--- config.mk ---
export PLATFORM = sky130hd
export DESIGN_NAME = encoder_8b_10b
export DESIGN_NICKNAME = d
export VERILOG_FILES = /design/src/rtl/encoder_8b_10b_pkg.sv /design/src/rtl/encoder_8b_10b_lut.sv /design/src/rtl/encoder_8b_10b.sv
export SDC_FILE = /design/constraint.sdc
export NUM_CORES = 1
export LEC_CHECK = 0
export CORE_MARGIN = 2
export CORE_UTILIZATION = 45
export CTS_CLUSTER_SIZE = 40
export DETAILED_ROUTE_END_ITERATION = 12
export PLACE_DENSITY = 0.66
export SETUP_SLACK_MARGIN = 0.3
export SLEW_MARGIN = 20
export SYNTH_ARGS = -nofsm -noshare
export SYNTH_HDL_FRONTEND = slang
export SYNTH_HIERARCHICAL = 1
export SYNTH_SLANG_ARGS = --single-unit
--- constraint.sdc ---
create_clock -name clk -period 7.6 [get_ports clk]
set_clock_uncertainty 0.05 [all_clocks]
set_input_delay 1.52 -clock clk [delete_from_list [all_inputs] [get_ports clk]]
set_output_delay 1.52 -clock clk [all_outputs]
set_load 0.1 [all_outputs]
--- src/rtl/encoder_8b_10b_pkg.sv ---
// rtl/encoder_8b_10b_pkg.sv - 8b/10b code tables and constants (RD- forms, abcdei_fghj order)
package encoder_8b_10b_pkg;

    localparam logic [9:0] K28_7_RDN          = 10'b0011111000;
    localparam logic [9:0] K28_7_RDP          = 10'b1100000111;
    localparam logic [7:0] K28_7_BYTE_DEFAULT = 8'hFC;

    // Indexed by EDCBA; abcdei with a at bit 5. Unbalanced entries carry +2.
    localparam logic [5:0] ENC6_RDN [32] = '{
        6'b100111, 6'b011101, 6'b101101, 6'b110001,
        6'b110101, 6'b101001, 6'b011001, 6'b111000,
        6'b111001, 6'b100101, 6'b010101, 6'b110100,
        6'b001101, 6'b101100, 6'b011100, 6'b010111,
        6'b011011, 6'b100011, 6'b010011, 6'b110010,
        6'b001011, 6'b101010, 6'b011010, 6'b111010,
        6'b110011, 6'b100110, 6'b010110, 6'b110110,
        6'b001110, 6'b101110, 6'b011110, 6'b101011
    };

    // Indexed by HGF; fghj with f at bit 3. Entry 7 is the primary P7 form.
    localparam logic [3:0] ENC4_RDN [8] = '{
        4'b1011, 4'b1001, 4'b0101, 4'b1100,
        4'b1101, 4'b1010, 4'b0110, 4'b1110
    };

    localparam logic [3:0] A7_RDN = 4'b0111;

    // Bit n set means EDCBA == n selects A7 at that running disparity.
    localparam logic [31:0] A7_SET_RDN = 32'h0016_0000;
    localparam logic [31:0] A7_SET_RDP = 32'h0000_6800;

    function automatic logic use_a7(input logic rd, input logic [4:0] edcba);
        return rd ? A7_SET_RDP[edcba] : A7_SET_RDN[edcba];
    endfunction

endpackage

--- src/rtl/encoder_8b_10b_lut.sv ---
// rtl/encoder_8b_10b_lut.sv - combinational 5b/6b + 3b/4b encode with disparity selection
module encoder_8b_10b_lut
    import encoder_8b_10b_pkg::*;
#(
    parameter logic [7:0] K28_7_BYTE = K28_7_BYTE_DEFAULT
) (
    input  logic [7:0] data,
    input  logic       is_k,
    input  logic       rd_in,
    output logic [9:0] code10,
    output logic       rd_out,
    output logic       k_err
);

    logic [5:0] t6;
    logic [5:0] c6;
    logic [3:0] t4;
    logic [3:0] c4;
    logic       rd6;
    logic       rd4;

    always_comb begin
        t6  = ENC6_RDN[data[4:0]];
        c6  = t6;
        // D.7 is balanced but still has a distinct RD+ form
        if (rd_in && (($countones(t6) != 3) || (data[4:0] == 5'd7))) begin
            c6 = ~t6;
        end
        rd6 = ($countones(t6) == 3) ? rd_in : ~rd_in;

        t4 = ENC4_RDN[data[7:5]];
        if ((data[7:5] == 3'd7) && use_a7(rd6, data[4:0])) begin
            t4 = A7_RDN;
        end
        c4 = t4;
        if (rd6 && (($countones(t4) != 2) || (data[7:5] == 3'd3))) begin
            c4 = ~t4;
        end
        rd4 = ($countones(t4) == 2) ? rd6 : ~rd6;

        if (is_k) begin
            code10 = rd_in ? K28_7_RDP : K28_7_RDN;
            rd_out = rd_in;
            k_err  = (data != K28_7_BYTE);
        end else begin
            code10 = {c6, c4};
            rd_out = rd4;
            k_err  = 1'b0;
        end
    end

endmodule

--- src/rtl/encoder_8b_10b.sv ---
// rtl/encoder_8b_10b.sv - 8b/10b transmit encoder with valid/ready output register and RD tracking
module encoder_8b_10b
    import encoder_8b_10b_pkg::*;
#(
    parameter bit         IDLE_FILL  = 1'b1,
    parameter logic [7:0] K28_7_BYTE = K28_7_BYTE_DEFAULT
) (
    input  logic       clk,
    input  logic       rst_n,
    input  logic [7:0] s_data,
    input  logic       s_is_k,
    input  logic       s_valid,
    output logic       s_ready,
    output logic [9:0] m_code,
    output logic       m_valid,
    input  logic       m_ready,
    output logic       m_rd,
    output logic       k_err
);

    logic [9:0] m_code_q,  m_code_d;
    logic       m_valid_q, m_valid_d;
    logic       rd_q,      rd_d;
    logic       k_err_q,   k_err_d;

    logic       load;
    logic [7:0] lut_data;
    logic       lut_is_k;
    logic [9:0] lut_code;
    logic       lut_rd;
    logic       lut_k_err;

    assign load    = !m_valid_q || m_ready;
    assign s_ready = load;

    // With no input beat the LUT is steered to K28.7 for idle fill
    assign lut_data = s_valid ? s_data : K28_7_BYTE;
    assign lut_is_k = s_valid ? s_is_k : 1'b1;

    encoder_8b_10b_lut #(
        .K28_7_BYTE (K28_7_BYTE)
    ) u_lut (
        .data   (lut_data),
        .is_k   (lut_is_k),
        .rd_in  (rd_q),
        .code10 (lut_code),
        .rd_out (lut_rd),
        .k_err  (lut_k_err)
    );

    always_comb begin
        m_code_d  = m_code_q;
        m_valid_d = m_valid_q;
        rd_d      = rd_q;
        k_err_d   = k_err_q;
        if (load) begin
            if (s_valid || IDLE_FILL) begin
                m_code_d  = lut_code;
                m_valid_d = 1'b1;
                rd_d      = lut_rd;
                k_err_d   = lut_k_err;
            end else begin
                m_valid_d = 1'b0;
                k_err_d   = 1'b0;
            end
        end
    end

    always_ff @(posedge clk or negedge rst_n) begin
        if (!rst_n) begin
            m_code_q  <= '0;
            m_valid_q <= 1'b0;
            rd_q      <= 1'b0;
            k_err_q   <= 1'b0;
        end else begin
            m_code_q  <= m_code_d;
            m_valid_q <= m_valid_d;
            rd_q      <= rd_d;
            k_err_q   <= k_err_d;
        end
    end

    assign m_code  = m_code_q;
    assign m_valid = m_valid_q;
    assign m_rd    = rd_q;
    assign k_err   = k_err_q;

endmodule

### Word-level counts from Yosys, hierarchy flattened

Memories as Yosys holds them, arrays and structs flattened.
Cells that the tools add are included.

| storage, ports and cells | value |
|---|---|
| register bits | 13 |
| memory bits (read-only) | 288 |
| input port bits | 13 |
| output and inout port bits | 14 |
| logic and storage cells | 59 |
| memories | 4 |

Memories:

| name | words | width | read ports | clocked after Yosys merged registers in | wr ports | line | text |
|---|---|---|---|---|---|---|---|
| (no name shown) | 32 | 6 | 1 | 0 | 0 | encoder_8b_10b_lut.sv:23 | `t6 = ENC6_RDN[data[4:0]];` |
| (no name shown) | 8 | 4 | 1 | 0 | 0 | encoder_8b_10b_lut.sv:31 | `t4 = ENC4_RDN[data[7:5]];` |
| (no name shown) | 32 | 1 | 1 | 0 | 0 | encoder_8b_10b_pkg.sv:33 | `return rd ? A7_SET_RDP[edcba] : A7_SET_RDN[edcba];` |
| (no name shown) | 32 | 1 | 1 | 0 | 0 | encoder_8b_10b_pkg.sv:33 |  |

| cells by class | value |
|---|---|
| $add $sub $neg | 8 |
| magnitude comparators | 3 |
| eq/ne operators | 8 |
| multiplexer cells | 17 |
| bitwise gates (word level) | 7 |
| reduce and logical (&&, ||, !) cells | 8 |

Operators by type and width:

| cell | number |
|---|---|
| 32-bit adder | 3 |
| 32-bit by 3-bit == test with 1-bit output, second input constant | 2 |
| 32-bit by 3-bit inequality test with 1-bit output, second input constant | 2 |
| 10-bit 2-to-1 mux | 2 |
| 6-bit 2-to-1 mux | 3 |
| 4-bit 2-to-1 mux | 4 |
| 1-bit by 1-bit adder with 2-bit output | 5 |
| 8-bit 2-to-1 mux | 1 |
| 8-bit inequality test, second input constant | 1 |
| 1-bit 2-to-1 mux | 7 |
| 6-bit greater-or-equal comparator, second input constant | 1 |
| 5-bit by 6-bit less-than comparator with 1-bit output, second input constant | 1 |
| 5-bit inverter with 6-bit output | 1 |
| 6-bit inverter | 1 |
| 5-bit by 3-bit == test with 1-bit output, second input constant | 1 |
| 4-bit greater-or-equal comparator, second input constant | 1 |
| 3-bit inverter with 4-bit output | 1 |
| 4-bit inverter | 1 |
| 3-bit by 2-bit == test with 1-bit output, second input constant | 1 |
| 3-bit == test, second input constant | 1 |
| 1-bit logical AND | 3 |
| 1-bit logical OR | 3 |
| 1-bit inverter | 3 |
| 2-bit AND reduction | 1 |
| 1-bit logical NOT | 1 |

### Logic depth before layout (Yosys ltp)

| logic depth | value |
|---|---|
| depth after elaboration | 20 |
| depth in mapped cells | 27 |
| gate-level depth less buffers | 27 |

### Cells and area by module

The synthesis kept the hierarchy.

By module, submodules not included:

| module | times used | cells an instance | area each (µm²) |
|---|---|---|---|
| encoder_8b_10b_lut | 1 | 142 | 1,112.3 |
| encoder_8b_10b | 1 | 37 | 579.3 |

### Worst setup path before layout

No wires, ideal clock.

| timing | value |
|---|---|
| path kind | input to register |
| start point | input port s_data[0] |
| end point | register rd_q, in the netlist m_rd |
| arrival | 7.201 ns |
| data required time | 7.424 ns |
| slack | 0.223 ns |
| cell stages on the path | 27 |
| buffers on the path | 0 |
| cell sequence | and2_1 inv_1 ha_1 mux2_1 a221oi_1 a31o_2 fa_1 inv_1 fa_1 inv_1 ha_1 inv_1 fa_1 nand3b_4 xor2_1 mux2i_1 nor2_2 or2_1 fa_1 inv_1 ha_1 ha_1 nor3b_1 xnor2_1 nand2_1 xnor2_1 mux2_2 |

| on the way | value |
|---|---|
| word-level cells in the longest chain between the ends | 17 |
| elaborated cells on any way between the ends | 25 |

Ends and longest elaborated chain:

| item | line | text |
|---|---|---|
| start, declared | encoder_8b_10b.sv:10 | `input logic [7:0] s_data,` |
| 8-bit 2-to-1 mux * | encoder_8b_10b.sv:37 | `assign lut_data = s_valid ? s_data : K28_7_BYTE;` |
| 5-bit inverter with 6-bit output (not written as such) | encoder_8b_10b_lut.sv:23 |  |
| memory 32 x 6 bit | - |  |
| 6-bit 2-to-1 mux (not written as such) (2 in series) | encoder_8b_10b_lut.sv:23 |  |
| 1-bit by 1-bit adder with 2-bit output (not written as such) | encoder_8b_10b_lut.sv:29 | `rd6 = ($countones(t6) == 3) ? rd_in : ~rd_in;` |
| 32-bit adder (not written as such) (2 in series) | encoder_8b_10b_lut.sv:29 |  |
| 32-bit by 3-bit == test with 1-bit output | encoder_8b_10b_lut.sv:29 |  |
| 1-bit 2-to-1 mux | encoder_8b_10b_lut.sv:29 |  |
| 1-bit 2-to-1 mux | encoder_8b_10b_pkg.sv:33 |  |
| 1-bit logical AND | encoder_8b_10b_lut.sv:32 | `if ((data[7:5] == 3'd7) && use_a7(rd6, data[4:0])) begin` |
| 4-bit 2-to-1 mux | encoder_8b_10b_lut.sv:32 |  |
| 1-bit by 1-bit adder with 2-bit output (not written as such) | encoder_8b_10b_lut.sv:39 | `rd4 = ($countones(t4) == 2) ? rd6 : ~rd6;` |
| 32-bit adder (not written as such) | encoder_8b_10b_lut.sv:39 |  |
| 32-bit by 3-bit == test with 1-bit output | encoder_8b_10b_lut.sv:39 |  |
| 1-bit 2-to-1 mux * | encoder_8b_10b_lut.sv:39 |  |
| end signal, assigned | encoder_8b_10b.sv:78 | `rd_q <= rd_d;` |
| end, declared | encoder_8b_10b.sv:23 | `logic rd_q, rd_d;` |

Every way passes the cells marked *; elsewhere a longest branch is shown, timed or not. The select of a mux whose other input is x is not followed.
A chain may end at the register's enable or synchronous reset.

### Worst setup path in the final report

| timing | value |
|---|---|
| start point | input port s_data[0] |
| end point | register rd_q, in the netlist m_rd |

| on the way | value |
|---|---|
| word-level cells in the longest chain between the ends | 17 |
| elaborated cells on any way between the ends | 25 |

Ends and longest elaborated chain:

| item | line | text |
|---|---|---|
| 8-bit 2-to-1 mux * | encoder_8b_10b.sv:37 |  |
| via lut_data[0] | encoder_8b_10b.sv:27 | `logic [7:0] lut_data;` |
| 5-bit inverter with 6-bit output (not written as such) | encoder_8b_10b_lut.sv:23 |  |
| memory 32 x 6 bit | - |  |
| 6-bit 2-to-1 mux (not written as such) (2 in series) | encoder_8b_10b_lut.sv:23 |  |
| 1-bit by 1-bit adder with 2-bit output (not written as such) | encoder_8b_10b_lut.sv:29 |  |
| 32-bit adder (not written as such) (2 in series) | encoder_8b_10b_lut.sv:29 |  |
| 32-bit by 3-bit == test with 1-bit output | encoder_8b_10b_lut.sv:29 |  |
| 1-bit 2-to-1 mux | encoder_8b_10b_lut.sv:29 |  |
| 1-bit 2-to-1 mux | encoder_8b_10b_pkg.sv:33 |  |
| 1-bit logical AND | encoder_8b_10b_lut.sv:32 |  |
| 4-bit 2-to-1 mux | encoder_8b_10b_lut.sv:32 |  |
| 1-bit by 1-bit adder with 2-bit output (not written as such) | encoder_8b_10b_lut.sv:39 |  |
| 32-bit adder (not written as such) | encoder_8b_10b_lut.sv:39 |  |
| 32-bit by 3-bit == test with 1-bit output | encoder_8b_10b_lut.sv:39 |  |
| 1-bit 2-to-1 mux * | encoder_8b_10b_lut.sv:39 |  |

The timed path passes the listed nets; every way through them passes the cells marked *. The select of a mux whose other input is x is not followed.

==> metrics.md <==
| Metric | Value |
|---|---|
| Outcome | `finished, final reports clean` |
| Worst-path fanout max | `4` |
| R2R setup slack | `4.24 ns` |
| Synth-to-layout area growth | `38.5%` |
| # IOs | `27` |
| # rows | `22` |
| Pwr Density | `roughly 320 nW/um^2` |
| Post-synth EDFFs | `0` |
| Mapped Avg Cell Area | `9.45 sq um` |
| Rel. slew slack | `0.340` |
| Max-Cap Viols | `0` |
| WP data arrival | `7.22 ns` |
| Grt total ovfl | `0` |
| Die area | `4270 sq um` |
| Post-layout min period | `7.14 ns` |
| Max Freq | `140 MHz` |
| Setup Total Neg Slack | `0 ns` |
| Nets@finish | `around 260` |
| Synth Net Count | `around 210` |
| Min-delay worst type | `flip-flop to flip-flop` |
| Core ar. | `~3600 sq um` |
| CTS buffer count | `3` |
| Via count | `1423` |
| Fin cells | `roughly 280` |
| Area leader, netlist | `dfrtp_1` |
| Most frequent cells in the layout | `buf_4, clkdlybuf4s50_1, dfrtp_1` |
| RSZ-0062 raised after global routing | `yes` |
| Layout cells sized above 1 | `0.348` |
| Die Height | `65.3 microns` |
| Worst Setup End Kind | `flip-flop` |
| Clk root buf | `clkbuf_8` |
| Clk Latency, worst-skew pair | `0.24 ns` |
| VDD IR max | `0.240 mV` |
| Synth top area share | `0.192` |
| Iter 0 DRT Violations | `82` |
| Avg WL per Cell | `14.2 microns` |
| Register area share after synthesis | `0.192` |
| Post-synthesis cell area | `1690 sq um` |
| Post-route clock period utilization | `0.940` |
| Synth unique cells | `51` |
| Max Slew Vio Count | `0` |
| Fill cell count | `around 310` |
| Hold Violations, Final | `0` |
| Most common cell after layout, fill and taps aside | `buf_4` |
| Synth Warn # | `6` |
| Post-Synthesis Cells | `~180` |
| Vias per cell | `just over 5` |
| Synth async-reset ratio | `1.00` |
| Max H-tree Level | `1` |
| CTS tree | `yes` |
| CP Launch Type | `input port` |
| Worst-path clk slew | `approximately 0.050 ns` |
| Synth area leaders | `dfrtp_1, ha_1, mux2_4` |
| Synth Register Bits | `13` |
| Clock tree buffer depth | `2` |
| Initial antenna violation count | `0` |
| Pin count of the biggest net entering global routing | `18` |
| First-pass GRT wire length | `6640 microns` |
| Die width | `65.3 microns` |
| WP data required | `7.67 ns` |
| CTS sink count | `13` |
| WL final | `roughly 4000 microns` |
| WS Path Type | `input port to flip-flop` |
| Endpoints failing setup | `0` |
| DRC viols | `0` |
| Initial Util | `0.466` |
| Buffers added on ports | `26` |
| Leakage power | `1.08 nW` |
| # diodes | `0` |
| Worst-margin pin slew | `around 0.99 ns` |
| Remaining antenna violation count | `0` |
| Iteration count of the initial detailed-routing pass | `4` |
| Number of global-route vias before repair | `1447` |
| GRT Util Overall | `0.200` |
| Ys flop type | `dfrtp_1` |
| Placed Cells | `267` |
| DP HPWL | `2980 microns` |
| Global placement routability congestion | `0.781` |
==> stage by stage <==
step | area, sq um | power, W | util | hold WS, ns | setup WS, ns
floorplan | 1700 | 0.000552 | - | 1.11 | 0.329
finish | 2340 | 0.000760 | 0.645 | 0.454 | 0.456
CTS | 2280 | 0.000760 | 0.627 | 0.458 | 0.321
detailed placement | 2120 | 0.000669 | 0.583 | 0.442 | -0.382
global placement | 2120 | 0.000657 | 0.583 | 0.442 | -0.247
global route | 2340 | 0.000804 | 0.645 | 0.473 | 0.245
==> critical path, stage by stage <==
cell and delay [ns]:
buf_6 0.09, and2_4 0.16, buf_6 0.12, ha_2 0.20, mux2i_1 0.18, nand2_1 0.09
a31o_2 0.27, fa_1 0.57, inv_2 0.04, fa_1 0.50, inv_1 0.04, ha_2 0.17
inv_2 0.05, fa_1 0.40, nand3b_4 0.19, xor2_2 0.19, mux2i_2 0.27, nor2_2 0.07
or2_1 0.23, fa_1 0.56, inv_2 0.05, ha_4 0.15, ha_4 0.25, nor3b_4 0.20
xnor2_1 0.14, nand2_1 0.08, xnor2_1 0.14, mux2_4 0.27
==> cell families after synthesis <==
group	count (synthesis)	synth area share
AOI/OAI and AO/OA	36	0.159
xor gates and xnor gates	9	0.0466
adders and majority gates	20	0.166
buffers and inverters	24	0.0769
DFF	13	0.192
muxes	22	0.167
other	1	0.00222
and+or+nand+nor	54	0.190
==> layer usage <==
| metal | share of wire | vias to the layer above | global-route usage | wire length (microns) |
|---|---|---|---|---|
| li1 | - | 709 | - | - |
| met1 | 0.44 | 692 | 0.248 | 1720 |
| met2 | 0.53 | 17 | 0.370 | 2090 |
| met3 | 0.018 | 5 | 0.0360 | 71 |
| met4 | 0.0062 | 0 | 0.0234 | 24 |
| met5 | 0 | - | 0 | 0 |
==> path summary, 6_finish.rpt <==
| check | from | end | depth (start not counted) |
|---|---|---|---|
| max | s_data[0] | m_rd | 28 |
| min | k_err | k_err | 1 |
| max reg2reg | m_rd | m_rd | 13 |
| min reg2reg | k_err | k_err | 1 |
| max in group asynchronous | rst_n | m_code[8] | 1 |
| min in group asynchronous | rst_n | k_err | 1 |
==> Yosys cell counts, types with 5 or more instances <==
cell type	count
ha_1	16
inv_1	15
dfrtp_1	13
nand2b_1	11
nand2_1	10
mux2_4	9
nor2_1	9
mux2i_1	8
o21ai_0	6
nor3_1	5
o21ai_1	5
xor2_1	5
==> area by class of cell <==
type,instances,area (sq um),area share
repair buffers,53,474,0.202
inverters,15,61.3,0.0262
flip-flops and latches,13,325,0.139
clock buffers,4,45.0,0.0192
well taps,48,60.1,0.0256
multi-input cells,142,1380,0.588
==> timing repair <==
item,in CTS,in global routing
resized for setup,32,19
hold buffers,0,0
setup buffers,0,4
pin swaps,15,14
setup endpoints to repair,1,1
cloned,0,0
==> where the power goes <==
group          internal, W   total, W  switching, W  leakage [nW]
combinational     0.000207   0.000577      0.000370         0.902
sequential       0.0000996   0.000124     0.0000243         0.151
clock            0.0000369  0.0000593     0.0000224        0.0228
==> registers in the layout (all words and copies together), names as in the netlist <==
register,count
m_rd,1
k_err,1
m_valid,1
m_code,10
Note: power is estimated with default switching activity, not from simulation.
